`config.mk`:
```
export PLATFORM = sky130hd
export DESIGN_NAME = coin_escrow_unit
export DESIGN_NICKNAME = d
export VERILOG_FILES = /design/src/rtl/coin_escrow_unit.sv
export SDC_FILE = /design/constraint.sdc
export NUM_CORES = 1
export LEC_CHECK = 0
export CAP_MARGIN = 10
export CORE_UTILIZATION = 50
export CTS_BUF_LIST = sky130_fd_sc_hd__clkbuf_8
export DETAILED_ROUTE_END_ITERATION = 10
export PLACE_DENSITY = 0.8
export SYNTH_ARGS = -nofsm -noshare
export SYNTH_HDL_FRONTEND = slang
export SYNTH_SLANG_ARGS = --single-unit
```
`constraint.sdc`:
```
create_clock -name clk -period 3.4 [get_ports clk]
set_clock_uncertainty 0.05 [all_clocks]
set_input_delay 0.68 -clock clk [delete_from_list [all_inputs] [get_ports clk]]
set_output_delay 0.68 -clock clk [all_outputs]
set_load 0.005 [all_outputs]
```
`src/rtl/coin_escrow_unit.sv`:
```
// Coin escrow: validates coins, holds credit, deducts PRICE on vend, refunds credit through a unit-coin hopper.
// Optional hopper timeout with sticky fault flag is enabled by defining COIN_HOPPER_TIMEOUT_EN.
module coin_escrow_unit #(
    parameter int CREDIT_W   = 8,
    parameter int PRICE      = 3,
    parameter int MAX_CREDIT = 20,
    parameter int DISP_GAP   = 2,
    parameter int HOPPER_TMO = 64
) (
    input  logic                clk,
    input  logic                reset,
    input  logic                coin_pulse,
    input  logic [1:0]          coin_denom,
    input  logic                product_make,
    input  logic                coin_out,
    input  logic                hopper_ack,
    output logic                coin,
    output logic [CREDIT_W-1:0] coin_val,
    output logic                coin_reject,
    output logic                vend_done,
    output logic                hopper_req,
    output logic                hopper_fault
);

    typedef enum logic [1:0] {
        IDLE,
        COLLECT,
        PAYOUT,
        GAP
    } state_t;

    // One counter serves both the inter-payout gap and the hopper timeout.
    localparam int CNT_MAX = (DISP_GAP > HOPPER_TMO) ? DISP_GAP : HOPPER_TMO;
    localparam int CNT_W   = $clog2(CNT_MAX + 1);

    state_t              state_q, state_d;
    logic [CREDIT_W-1:0] credit_q, credit_d;
    logic [CNT_W-1:0]    wait_cnt_q, wait_cnt_d;
    logic                pm_q;
    logic                coin_q, coin_d;
    logic                coin_reject_q, coin_reject_d;
    logic                vend_done_q, vend_done_d;
    logic                hopper_req_q, hopper_req_d;

    logic                pm_rise;
    logic [CREDIT_W-1:0] coin_value;
    logic [CREDIT_W:0]   coin_sum;
    logic                coin_ok;
    logic                refund_go;
    logic                vend_go;
    logic                pay_ack;
    logic                gap_done;
    logic                tmo_hit;

    always_comb begin
        coin_value = '0;
        case (coin_denom)
            2'b00:   coin_value = CREDIT_W'(1);
            2'b01:   coin_value = CREDIT_W'(2);
            2'b10:   coin_value = CREDIT_W'(5);
            default: coin_value = '0;
        endcase
    end

    assign pm_rise   = product_make & ~pm_q;
    assign coin_sum  = {1'b0, credit_q} + {1'b0, coin_value};
    assign coin_ok   = coin_pulse && (coin_denom != 2'b11)
                       && ((state_q == IDLE) || (state_q == COLLECT))
                       && !pm_rise && !coin_out
                       && (coin_sum <= (CREDIT_W+1)'(MAX_CREDIT));
    assign refund_go = (state_q == COLLECT) && coin_out && (credit_q != '0);
    assign vend_go   = (state_q == COLLECT) && pm_rise && !refund_go
                       && (credit_q >= CREDIT_W'(PRICE));
    assign pay_ack   = (state_q == PAYOUT) && hopper_ack;
    assign gap_done  = (state_q == GAP) && (wait_cnt_q == CNT_W'(DISP_GAP - 1));

`ifdef COIN_HOPPER_TIMEOUT_EN
    logic hopper_fault_q, hopper_fault_d;

    assign tmo_hit      = (state_q == PAYOUT) && !hopper_ack
                          && (wait_cnt_q == CNT_W'(HOPPER_TMO - 1));
    assign hopper_fault_d = hopper_fault_q | tmo_hit;
    assign hopper_fault   = hopper_fault_q;

    always_ff @(posedge clk) begin
        if (reset) hopper_fault_q <= 1'b0;
        else       hopper_fault_q <= hopper_fault_d;
    end
`else
    assign tmo_hit      = 1'b0;
    assign hopper_fault = 1'b0;
`endif

    always_ff @(posedge clk) begin
        if (reset) begin
            state_q       <= IDLE;
            credit_q      <= '0;
            wait_cnt_q    <= '0;
            pm_q          <= 1'b0;
            coin_q        <= 1'b0;
            coin_reject_q <= 1'b0;
            vend_done_q   <= 1'b0;
            hopper_req_q  <= 1'b0;
        end else begin
            state_q       <= state_d;
            credit_q      <= credit_d;
            wait_cnt_q    <= wait_cnt_d;
            pm_q          <= product_make;
            coin_q        <= coin_d;
            coin_reject_q <= coin_reject_d;
            vend_done_q   <= vend_done_d;
            hopper_req_q  <= hopper_req_d;
        end
    end

    always_comb begin
        state_d = state_q;
        case (state_q)
            IDLE: begin
                if (coin_ok) state_d = COLLECT;
            end
            COLLECT: begin
                if (refund_go)                          state_d = PAYOUT;
                else if (vend_go && (credit_q == CREDIT_W'(PRICE))) state_d = IDLE;
            end
            PAYOUT: begin
                if (pay_ack)      state_d = GAP;
                else if (tmo_hit) state_d = COLLECT;
            end
            GAP: begin
                if (gap_done) state_d = (credit_q != '0) ? PAYOUT : IDLE;
            end
            default: state_d = IDLE;
        endcase
    end

    always_comb begin
        credit_d = credit_q;
        if (coin_ok)      credit_d = coin_sum[CREDIT_W-1:0];
        else if (vend_go) credit_d = credit_q - CREDIT_W'(PRICE);
        else if (pay_ack) credit_d = credit_q - CREDIT_W'(1);

        if ((state_d != state_q) || (state_q == IDLE) || (state_q == COLLECT))
            wait_cnt_d = '0;
        else
            wait_cnt_d = wait_cnt_q + CNT_W'(1);

        coin_d        = (credit_d != '0);
        coin_reject_d = coin_pulse && !coin_ok;
        vend_done_d   = vend_go;
        hopper_req_d  = (state_d == PAYOUT);
    end

    assign coin        = coin_q;
    assign coin_val    = credit_q;
    assign coin_reject = coin_reject_q;
    assign vend_done   = vend_done_q;
    assign hopper_req  = hopper_req_q;

endmodule

```
# == Word level (Yosys, flattened, before mapping) ==
# Index checks and enable logic that the tools add are counted.
# word_totals
inputBits,8
wordCells,63
register_bits,22
out_inout_bits,13
# classes
muxes,11
n_addsub,4
n_bitwise,2
eq_ne,10
reduce_logical,26
n_lt_le_gt_ge,2
# ops
operator,n
$mux 8,3
$reduce_bool 8->1,2
$logic_and 1x1->1,14
$mux 2,6
$add 8x8->9,1
$le 9x5->1 const B,1
$pmux 3 s3,1
$eq 2x2->1 const B,4
$eq 8x2->1 const B,1
$ge 8x2->1 const B,1
$pmux 2 s4,1
$sub 8x1->8 const B,1
$sub 8x2->8 const B,1
$add 7x1->7 const B,1
$eq 7x1->1 const B,1
$eq 2x1->1 const B,2
$logic_not 1->1,4
$logic_not 2->1,2
$logic_or 1x1->1,3
$ne 2x2->1,1
$ne 2x2->1 const B,1
$reduce_or 2->1,1
$and 1x1->1,1
$not 1->1,1

# == Longest topological paths before layout ==
# depth
word_depth,14
mapped_depth,11
ltp_nobuf,10

# == Worst setup path after synthesis ==
# Ideal clock, no wire load.
# synth_path
path_type,in2reg
start,in coin_denom[0]
end,"reg coin_q, in the netlist coin"
slack_ns,0.537
n_path_buf,1
required_ns,3.211
path_stages,11
t_arrival_ns,2.675
cell_sequence,inv_1 > ha_1 > fa_1 > xor2_1 > o21ai_0 > a32o_1 > and2_1 > buf_4 > nor4_1 > a2bb2oi_1 > a41oi_2
# synth_between
elab_chain_cells,8
word_cells_on_any_way,14
classes_between,1 x add/sub; 1 x order compare; 3 x eq/ne; 2 x mux; 7 x reduce/logical
# synth_lines
element,line,rtl
start: declaration,13,"input logic [1:0] coin_denom,"
branches (longest 6 deep; another with $add 8x8->9),n/a,
$mux 8 *,139,if (coin_ok) credit_d = coin_sum[CREDIT_W-1:0];
$reduce_bool 8->1 *,148,coin_d = (credit_d != '0);
end signal: assignment,109,coin_q <= coin_d;
end: declaration,40,"logic coin_q, coin_d;"
# Every way passes the cells marked *.
# A chain may end at the register's enable or synchronous reset.

# == Worst setup path in the final report ==
# Same ends and word-level chain as after synthesis.

==> run summary <==
maximum fanout along the worst path -> 5
Final Hold Fails -> 0
buffer type at the clock tree root -> sky130_fd_sc_hd__clkbuf_8
average via count per standard cell -> 5.90
source of the worst register-to-register timing path -> coin_val[0]
total DRC errors in the routed layout -> 0
GRT Util Overall -> 22.9%
Ant. Diodes -> 0
post-placement worst setup slack -> -0.0561 ns
Skew-Pair Late Insertion Delay -> 0.26 ns
Max Clock Freq -> 303 MHz
CTS max path bufs -> 2
number of enable-type register cells in the synthesized netlist -> 0
die height -> 55.8 um
number of standard cells after synthesis -> 172
maximum number of pins on one net before global-route repair -> 16
number of distinct library cells after synthesis -> 52
Hold/Removal Path Class -> register to register
slew of the pin with the lowest slew margin -> 0.596 ns
ratio of cells with drive above 1 in the final layout -> 10.5%
Crit. Startpoint -> coin_denom[0]
total wirelength of the detailed-routed design -> 3.25 mm
crit path setup slack, layout -> 0.104 ns
fraction of synthesis flops using an asynchronous set or reset pin -> 0%
max cap viols -> 0
detailed-route via count -> 1310
width of the die -> 55.8 um
half-perimeter wire length after placement -> 2.43 mm
DRT Pass-1 Iters -> 4
Top-Level Pins -> 21
drt wl/cell -> 14.6 um
TritonCTS sink count -> 22
final period utilization -> 97.0%
Mapped Area -> 1450 um2
count of cells resized by post-cts repair -> 0
number of input and output port buffers inserted -> 19
peak ir drop on the vdd network -> 0.404 mV
net count of the finished layout -> 209
share of the synthesized area in the top cell type -> 30.5%
power density over the cells -> 481 nW/um2
Hold Buf Count CTS -> 0
htree depth -> 1
LEAKAGE -> 0.653 nW
post-synthesis net count -> 188
Die ar. -> 3110 um2
clock tree from TritonCTS -> built
cell type with the highest aggregate area in the netlist -> sky130_fd_sc_hd__dfxtp_1
leading cell type in the layout, fill and taps excluded -> sky130_fd_sc_hd__dfxtp_1
leftover overflow at the end of global routing -> 0
HP Start -> wait_cnt_q[0]
type of the worst setup path -> primary input to register
total count of max-transition violations in the final report -> 0
Critical Path End Type -> register
routability cong. -> 0.915
post-CTS setup buffer count -> 0
portion of the post-synthesis area used by sequential elements -> 30.5%
Synth Flop Type -> sky130_fd_sc_hd__dfxtp_1
Synth-to-Final Area Change -> 17.9%
register clock-pin slew on the reported worst setup and hold paths -> 0.07 ns
via count of the first global-routing pass -> 1239
antenna-violating nets left -> 0
num rows -> 19
Critical Path Start Type -> primary input
setup repair after global routing missed its margin -> no
initial antenna violation count -> 0
final sum of negative setup slack -> 0 ns
initial cell density of the core -> 52.4%
dominant cells by area after synthesis -> sky130_fd_sc_hd__dfxtp_1 30%, sky130_fd_sc_hd__ha_1 6.1%, sky130_fd_sc_hd__xnor2_1 5.5%
most frequent cells in the layout -> 22 x sky130_fd_sc_hd__dfxtp_1, 20 x sky130_fd_sc_hd__nor2_1, 19 x sky130_fd_sc_hd__clkdlybuf4s50_1
number of clock buffers inserted by TritonCTS -> 3
result of the run -> completed
YS warnings -> 0
Core ar. -> 2760 um2
Synth Register Bits -> 22
final setup violation count -> 0
first-pass GRT wire length -> 5.72 mm
clock period minus worst slack -> 3.30 ns
required time at the worst-slack endpoint -> 3.46 ns
average footprint of a synthesized cell -> 8.40 um2
worst endpoint data arrival time -> 3.36 ns
remaining max-slew budget at the tightest pin -> 60.1%
initial detailed-routing violation count -> 56
-- cells in the mapped netlist, types with 2 or more instances --
library cell	number
sky130_fd_sc_hd__nor2b_1	6
sky130_fd_sc_hd__nand2_1	16
sky130_fd_sc_hd__ha_1	7
sky130_fd_sc_hd__nand3_1	6
sky130_fd_sc_hd__buf_4	2
sky130_fd_sc_hd__inv_1	7
sky130_fd_sc_hd__a211oi_1	4
sky130_fd_sc_hd__a21oi_1	9
sky130_fd_sc_hd__dfxtp_1	22
sky130_fd_sc_hd__nor3b_1	3
sky130_fd_sc_hd__and2_1	2
sky130_fd_sc_hd__clkbuf_1	2
sky130_fd_sc_hd__nor2_1	20
sky130_fd_sc_hd__a31oi_1	2
sky130_fd_sc_hd__buf_6	2
sky130_fd_sc_hd__o21ai_0	7
sky130_fd_sc_hd__nor4_1	2
sky130_fd_sc_hd__nor3_1	4
sky130_fd_sc_hd__xnor2_1	9
sky130_fd_sc_hd__or3_1	2
sky130_fd_sc_hd__a21o_1	2
sky130_fd_sc_hd__buf_2	2
sky130_fd_sc_hd__xor2_1	4
sky130_fd_sc_hd__nand4_1	2
-- state kept, by name, summed over array words and instances, names as in the netlist --
name / count
state_q: 2
wait_cnt_q: 7
hopper_req: 1
coin_reject: 1
pm_q: 1
coin_val: 8
vend_done: 1
coin: 1
-- worst paths after layout --
| check | cells after the start | endpoint | slack [ns] |
|---|---|---|---|
| setup / recovery | 11 | coin | 0.10 |
| hold / removal | 1 | wait_cnt_q[0] | 0.43 |
| hold reg to reg | 1 | wait_cnt_q[0] | 0.43 |
| setup reg to reg | 9 | coin | 0.64 |
-- routing by layer --
metal  track usage [%]  up-vias  share of wire (%)  routed length [um]
met5                 0        -                  0                   0
met4              3.57        0               0.96                  31
met3              6.28        6                4.7                 153
met2              37.9       34                 48                1560
met1              30.5      616                 46                1500
li1                  -      654                  -                   -
-- report_power, final --
group / switching (W) / internal [W] / leakage [nW]
Combinational: 0.000154 / 0.000173 / 0.453
Clock: 0.0000770 / 0.0000790 / 0.0216
Sequential: 0.0000527 / 0.000285 / 0.179
Total: 0.000283 / 0.000537 / 0.653
-- through the flow --
stage	instance area (um2)	power [W]	hold slack [ns]	utilization, %	std cells
floorplan	1450	0.000558	0.383	-	172
global placement	1660	0.000650	0.394	60.1	219
detailed placement	1660	0.000662	0.418	60.1	219
CTS	1700	0.000818	0.435	61.6	222
global route	1700	0.000871	0.450	61.8	222
finish	1700	0.000820	0.428	61.8	222
-- layout make-up --
class | instances | area, um2
repair buffers | 24 | 228
multi-input cells | 135 | 930
well taps | 31 | 38.8
fillers | 238 | 1050
clock buffers | 3 | 41.3
flip-flops and latches | 22 | 440
inverters | 7 | 26.3
-- kinds of logic (layout without fill, tap and decap cells) --
logic type      count (synthesis)  after routing  synth area share (%)
flops                          22             22                  30.5
xor+xnor                       13             13                  7.88
fa+ha+maj                       8              8                  7.45
simple gates                   73             73                  27.5
compound gates                 40             40                  20.8
buf+inv                        15             34                  5.63
other cells                     1              1                 0.259
-- worst max-delay path: stages --
cell and delay (ns):
sky130_fd_sc_hd__clkdlybuf4s50_1 0.49, sky130_fd_sc_hd__inv_1 0.06, sky130_fd_sc_hd__ha_1 0.22, sky130_fd_sc_hd__fa_1 0.42, sky130_fd_sc_hd__nor4bb_1 0.30, sky130_fd_sc_hd__nand4_1 0.13, sky130_fd_sc_hd__a21oi_1 0.26, sky130_fd_sc_hd__nand2_1 0.20
sky130_fd_sc_hd__o21ai_0 0.25, sky130_fd_sc_hd__a2bb2oi_1 0.21, sky130_fd_sc_hd__a41oi_2 0.13
Note: power is estimated with default switching activity, not from simulation.
